**src/rtl/snoop_requester.sv**
```systemverilog
// snoop_requester: initiator side of the snoop port on the snoopable FIFO.
// Accepts tagged snoop requests, drives a registered sdata/svalid strobe toward
// the FIFO, captures smatch LAT cycles later and returns in-order {tag, hit}
// responses. One request per cycle is sustained while responses are drained.
//
// Optional feature: define SNOOP_REQ_STATS_EN to add saturating hit/miss counters.
//
// Ports:
//   clk, rstn                   clock, asynchronous active-low reset
//   req_data_i/req_tag_i        request payload and tag
//   req_valid_i/req_ready_o     request handshake
//   sdata_o/svalid_o            registered snoop strobe toward the FIFO
//   smatch_i                    FIFO match result, valid LAT cycles after svalid_o
//   rsp_tag_o/rsp_hit_o         head response
//   rsp_valid_o/rsp_ready_i     response handshake
//   hit_cnt_o/miss_cnt_o        (SNOOP_REQ_STATS_EN only) 16-bit saturating counters
module snoop_requester #(
    parameter int unsigned DW    = 164,
    parameter int unsigned TAG_W = 4,
    parameter int unsigned LAT   = 1
) (
    input  logic             clk,
    input  logic             rstn,
    input  logic [DW-1:0]    req_data_i,
    input  logic [TAG_W-1:0] req_tag_i,
    input  logic             req_valid_i,
    output logic             req_ready_o,
    output logic [DW-1:0]    sdata_o,
    output logic             svalid_o,
    input  logic             smatch_i,
    output logic [TAG_W-1:0] rsp_tag_o,
    output logic             rsp_hit_o,
    output logic             rsp_valid_o,
    input  logic             rsp_ready_i
`ifdef SNOOP_REQ_STATS_EN
    ,
    output logic [15:0]      hit_cnt_o,
    output logic [15:0]      miss_cnt_o
`endif
);

    // Queue depth covers every request that can be in flight plus the queued ones.
    localparam int unsigned Depth = LAT + 3;
    localparam int unsigned CW    = $clog2(LAT + 4);
    localparam int unsigned PW    = $clog2(Depth);

    logic [CW-1:0]    cnt_q, cnt_d;
    logic [CW-1:0]    qcnt_q, qcnt_d;
    logic             accept, pop;

    logic [DW-1:0]    sdata_q;
    logic             svalid_q;
    logic [TAG_W-1:0] stag_q;

    logic [LAT-1:0]   pv_q;
    logic [TAG_W-1:0] ptag_q [LAT];

    logic [TAG_W:0]   mem_q [Depth];
    logic [PW-1:0]    wptr_q, rptr_q;
    logic             q_wr, q_full;

    // Credit check uses only the registered count: no path from req_valid/rsp_ready.
    assign req_ready_o = (cnt_q < CW'(Depth));
    assign accept      = req_valid_i & req_ready_o;
    assign pop         = rsp_valid_o & rsp_ready_i;

    assign q_wr        = pv_q[LAT-1];
    assign q_full      = (qcnt_q == CW'(Depth));

    assign rsp_valid_o = (qcnt_q != '0);
    assign rsp_tag_o   = mem_q[rptr_q][TAG_W:1];
    assign rsp_hit_o   = mem_q[rptr_q][0];
    assign sdata_o     = sdata_q;
    assign svalid_o    = svalid_q;

    function automatic logic [PW-1:0] ptr_inc(input logic [PW-1:0] p);
        return (p == PW'(Depth - 1)) ? '0 : p + PW'(1);
    endfunction

    always_comb begin
        cnt_d = cnt_q;
        if (accept && !pop) begin
            cnt_d = cnt_q + CW'(1);
        end else if (pop && !accept) begin
            cnt_d = cnt_q - CW'(1);
        end
    end

    always_comb begin
        qcnt_d = qcnt_q;
        if (q_wr && !pop) begin
            qcnt_d = qcnt_q + CW'(1);
        end else if (pop && !q_wr) begin
            qcnt_d = qcnt_q - CW'(1);
        end
    end

    always_ff @(posedge clk or negedge rstn) begin
        if (!rstn) begin
            cnt_q    <= '0;
            qcnt_q   <= '0;
            sdata_q  <= '0;
            svalid_q <= 1'b0;
            stag_q   <= '0;
            pv_q     <= '0;
            wptr_q   <= '0;
            rptr_q   <= '0;
            for (int i = 0; i < int'(LAT); i++) begin
                ptag_q[i] <= '0;
            end
            for (int i = 0; i < int'(Depth); i++) begin
                mem_q[i] <= '0;
            end
        end else begin
            cnt_q    <= cnt_d;
            qcnt_q   <= qcnt_d;
            svalid_q <= accept;
            if (accept) begin
                sdata_q <= req_data_i;
                stag_q  <= req_tag_i;
            end
            // Tag pipeline aligns each tag with the cycle its smatch is valid.
            pv_q[0]   <= svalid_q;
            ptag_q[0] <= stag_q;
            for (int i = 1; i < int'(LAT); i++) begin
                pv_q[i]   <= pv_q[i-1];
                ptag_q[i] <= ptag_q[i-1];
            end
            if (q_wr) begin
                mem_q[wptr_q] <= {ptag_q[LAT-1], smatch_i};
                wptr_q        <= ptr_inc(wptr_q);
            end
            if (pop) begin
                rptr_q <= ptr_inc(rptr_q);
            end
        end
    end

`ifdef SNOOP_REQ_STATS_EN
    logic [15:0] hit_cnt_q, miss_cnt_q;

    always_ff @(posedge clk or negedge rstn) begin
        if (!rstn) begin
            hit_cnt_q  <= '0;
            miss_cnt_q <= '0;
        end else if (q_wr) begin
            if (smatch_i) begin
                if (hit_cnt_q != 16'hFFFF) hit_cnt_q <= hit_cnt_q + 16'd1;
            end else begin
                if (miss_cnt_q != 16'hFFFF) miss_cnt_q <= miss_cnt_q + 16'd1;
            end
        end
    end

    assign hit_cnt_o  = hit_cnt_q;
    assign miss_cnt_o = miss_cnt_q;
`endif

    // The credit limit makes a write into a full queue impossible.
    a_no_overflow: assert property (@(posedge clk) disable iff (!rstn) !(q_wr && q_full));

endmodule

```
**config.mk**
```make
export PLATFORM = sky130hd
export DESIGN_NAME = snoop_requester
export DESIGN_NICKNAME = d
export VERILOG_FILES = /design/src/rtl/snoop_requester.sv
export SDC_FILE = /design/constraint.sdc
export NUM_CORES = 1
export LEC_CHECK = 0
export CAP_MARGIN = 10
export CORE_MARGIN = 3
export CORE_UTILIZATION = 40
export DETAILED_ROUTE_END_ITERATION = 10
export GPL_TIMING_DRIVEN = 0
export PLACE_DENSITY = 0.77
export RECOVER_POWER = 50
export SETUP_SLACK_MARGIN = 0.02
export SLEW_MARGIN = 10
export SYNTH_ARGS = -nofsm -noshare
export SYNTH_HDL_FRONTEND = slang
export SYNTH_SLANG_ARGS = --single-unit
```
**constraint.sdc**
```tcl
create_clock -name clk -period 3.67 [get_ports clk]
set_input_delay 0.734 -clock clk [delete_from_list [all_inputs] [get_ports clk]]
set_output_delay 0.734 -clock clk [all_outputs]
set_load 0.005 [all_outputs]
```
==> metrics.cfg <==
[outcome]
run_status = finished, violations left
violations = max-capacitance violations, max-slew violations

[timing]
finalCritPeriodShare = 0.791
fin_crit_ps = 2900
whs_ps = 374
drv_slew = 91
hold_violations = 0
rsz0062_at_grt = false
maxSlewHeadroom = -0.527
worst_pin_slew_ps = 2290
setup_viol = 0
max_freq_mhz = 345
fin_skew_ps = 8.40

[power_and_ir_drop]
p_leak_nw = 5.47
peakVddDrop_mv = 0.461
power.density_nw_per_um2 = 873

[logic_synthesis]
ys_warn_count = 0
ys_ff_latch = 204
synth_ff_type = dfrtp_1
synth_most_common_cell = dfrtp_1
synth_nets = 638
ys_types = 18
async_flop_share = 1.00
ys_seq_area_frac = 0.619
synth_area_um2 = 8250
synthTopCellsByCount = 204 x dfrtp_1, 100 x mux2_4, 92 x mux2_2
yosys.area.top_type = dfrtp_1
syn_inst = 456
synth.top_cell.area_share = 0.619
avgSynthCellArea_um2 = 18.1
yosys-top-cells-area = dfrtp_1 62%, mux2_4 18%, mux2_2 13%
synth-edff-count = 0

[route]
drt_iter0_drc = 101
wl_per_cell_um = 19.5
wl_mm = 21.4
via_per_inst = 4.71
first_pass_iters = 4
drc = 0
ant_nets = 0
vias = 5189

[global_route]
grt_pass1_vias = 5937
grt_pass1_wl_mm = 33.1
grt_overflow = 0
antenna_found_initial = 0
grt_max_degree = 115
track_usage = 0.188

[clocking]
cts_buffer_depth = 3
cts_tree = done
clock_sinks = 204
post_cts_buffers = 0
cts.repair.resized = 0
htree_levels = 1
clk_pin_slew_ps = 60
worstSkewPairLatency_ps = 490
ctsHoldBuffers = 0
cts_buffers = 22
root_buffer = clkbuf_16

[critical_path]
start_kind = primary input
path_max_fanout = 11
crit_type = in -> reg
cp.required_ps = 4080
end_kind = register
worstPathArrival_ps = 3320

[floorplanning]
io_pins = 345
dieArea_um2 = 22400
die_h_um = 150
fp.dieW_um = 150
initial_core_util = 0.416
coreArea_um2 = 19800
core.rowCount = 51

[placement]
hpwl_mm = 16.2
dpl-instance-area_um2 = 12100
place.gp.congestion = 0.770
place.port_buffers = 344

[finish]
drive_gt1_frac = 0.289
fin_nets = 1007
area_growth_pct = 54.3
antenna_cells = 0
final_area_um2 = 12700

[worst_hold_path]
worst_hold_path_type = reg -> reg

[flow_run]
maxCapViolations = 1

## registers in the layout, summed over array words and instances (netlist names)
signal / count
rptr_q: 2
cnt_q: 3
mem_q: 20
wptr_q: 2
pv_q: 1
sdata_o: 164
qcnt_q: 3
ptag_q: 4
svalid_o: 1
stag_q: 4
## cell usage in the layout, fill, tap and decap left out, types with 3 or more instances in the layout
| cell | synthesis | final |
|---|---|---|
| clkdlybuf4s50_1 | 0 | 342 |
| mux2_2 | 92 | 92 |
| clkbuf_16 | 0 | 23 |
| clkbuf_1 | 0 | 12 |
| mux2_4 | 100 | 100 |
| buf_8 | 11 | 11 |
| xor2_1 | 3 | 3 |
| ha_1 | 7 | 7 |
| xnor2_1 | 3 | 3 |
| inv_1 | 6 | 6 |
| dfrtp_1 | 204 | 204 |
| nor2_1 | 3 | 3 |
| mux4_2 | 5 | 5 |
| nand2_1 | 6 | 6 |
## path summary, 6_finish.rpt
path / start / slack [ps] / cells past startpoint / end
worst min register to register: svalid_o$_DFF_PN0_ / 370 / 0 / pv_q$_DFF_PN0_
worst min-delay path: svalid_o$_DFF_PN0_ / 370 / 0 / pv_q$_DFF_PN0_
min in group asynchronous: rstn / 920 / 1 / sdata_o[87]$_DFFE_PN0P_
worst max register to register: cnt_q[2]$_DFFE_PN0P_ / 1160 / 10 / cnt_q[2]$_DFFE_PN0P_
max in group asynchronous: rstn / 1360 / 2 / sdata_o[61]$_DFFE_PN0P_
worst max-delay path: req_valid_i / 770 / 11 / cnt_q[2]$_DFFE_PN0P_
## per-stage QoR
stage                     power (mW)  utilization  worst slack [ps]  cells  setup TNS [ps]
after detailed placement        9.03        0.607               638   1066               0
after global placement          8.86        0.606             -6040   1065        -1227920
after global routing            11.7        0.641               567   1101               0
after CTS                       11.3        0.643               794   1101               0
final                           11.1        0.641               768   1101               0
after floorplan                 6.20            -              1350    456               0
## cell type report
| cell class | instances | area (µm²) |
|---|---|---|
| well taps | 265 | 332 |
| clock inverters | 4 | 70.1 |
| inverters | 6 | 22.5 |
| repair buffers | 345 | 3470 |
| plain buffers | 20 | 215 |
| multi-input cells | 226 | 2890 |
| clock buffers | 31 | 626 |
| fillers | 1401 | 7120 |
| flip-flops and latches | 204 | 5100 |
## cells by family (layout without fill, tap and decap cells)
kind of cell / after synthesis / in the layout / synth area share
AO/OA/AOI/OAI: 2 / 2 / 0.00121
AND/OR/NAND/NOR: 12 / 12 / 0.00622
adder cells (fa/ha/maj): 9 / 9 / 0.0155
XOR/XNOR: 6 / 6 / 0.00637
buffers and inverters: 26 / 406 / 0.0305
multiplexers: 197 / 197 / 0.321
flip-flops: 204 / 204 / 0.619
## critical path, cell delays in order
cell and delay, ps:
dlygate4sd3_1 510, nor2b_1 120, clkbuf_1 470, buf_6 250
buf_6 170, ha_1 190, inv_1 60, fa_1 380
xor2_1 170, nor2_1 140, xnor2_1 140
## power by group
group,internal [mW],switching [mW],leakage [nW]
Sequential,3.41,0.702,2.40
Combinational,3.40,1.45,2.73
Clock,1.32,0.842,0.341
Total,8.12,2.99,5.47
## routing by layer
| layer | wire length (µm) | GRT usage | vias up | part of all wire |
|---|---|---|---|---|
| li1 | - | - | 2329 | - |
| met1 | 7790 | 0.215 | 2606 | 0.36 |
| met2 | 11300 | 0.342 | 220 | 0.53 |
| met3 | 1800 | 0.0603 | 34 | 0.084 |
| met4 | 507 | 0.0444 | 0 | 0.024 |
| met5 | 0 | 0 | - | 0 |
No activity file was read; power rests on OpenSTA's default activity.
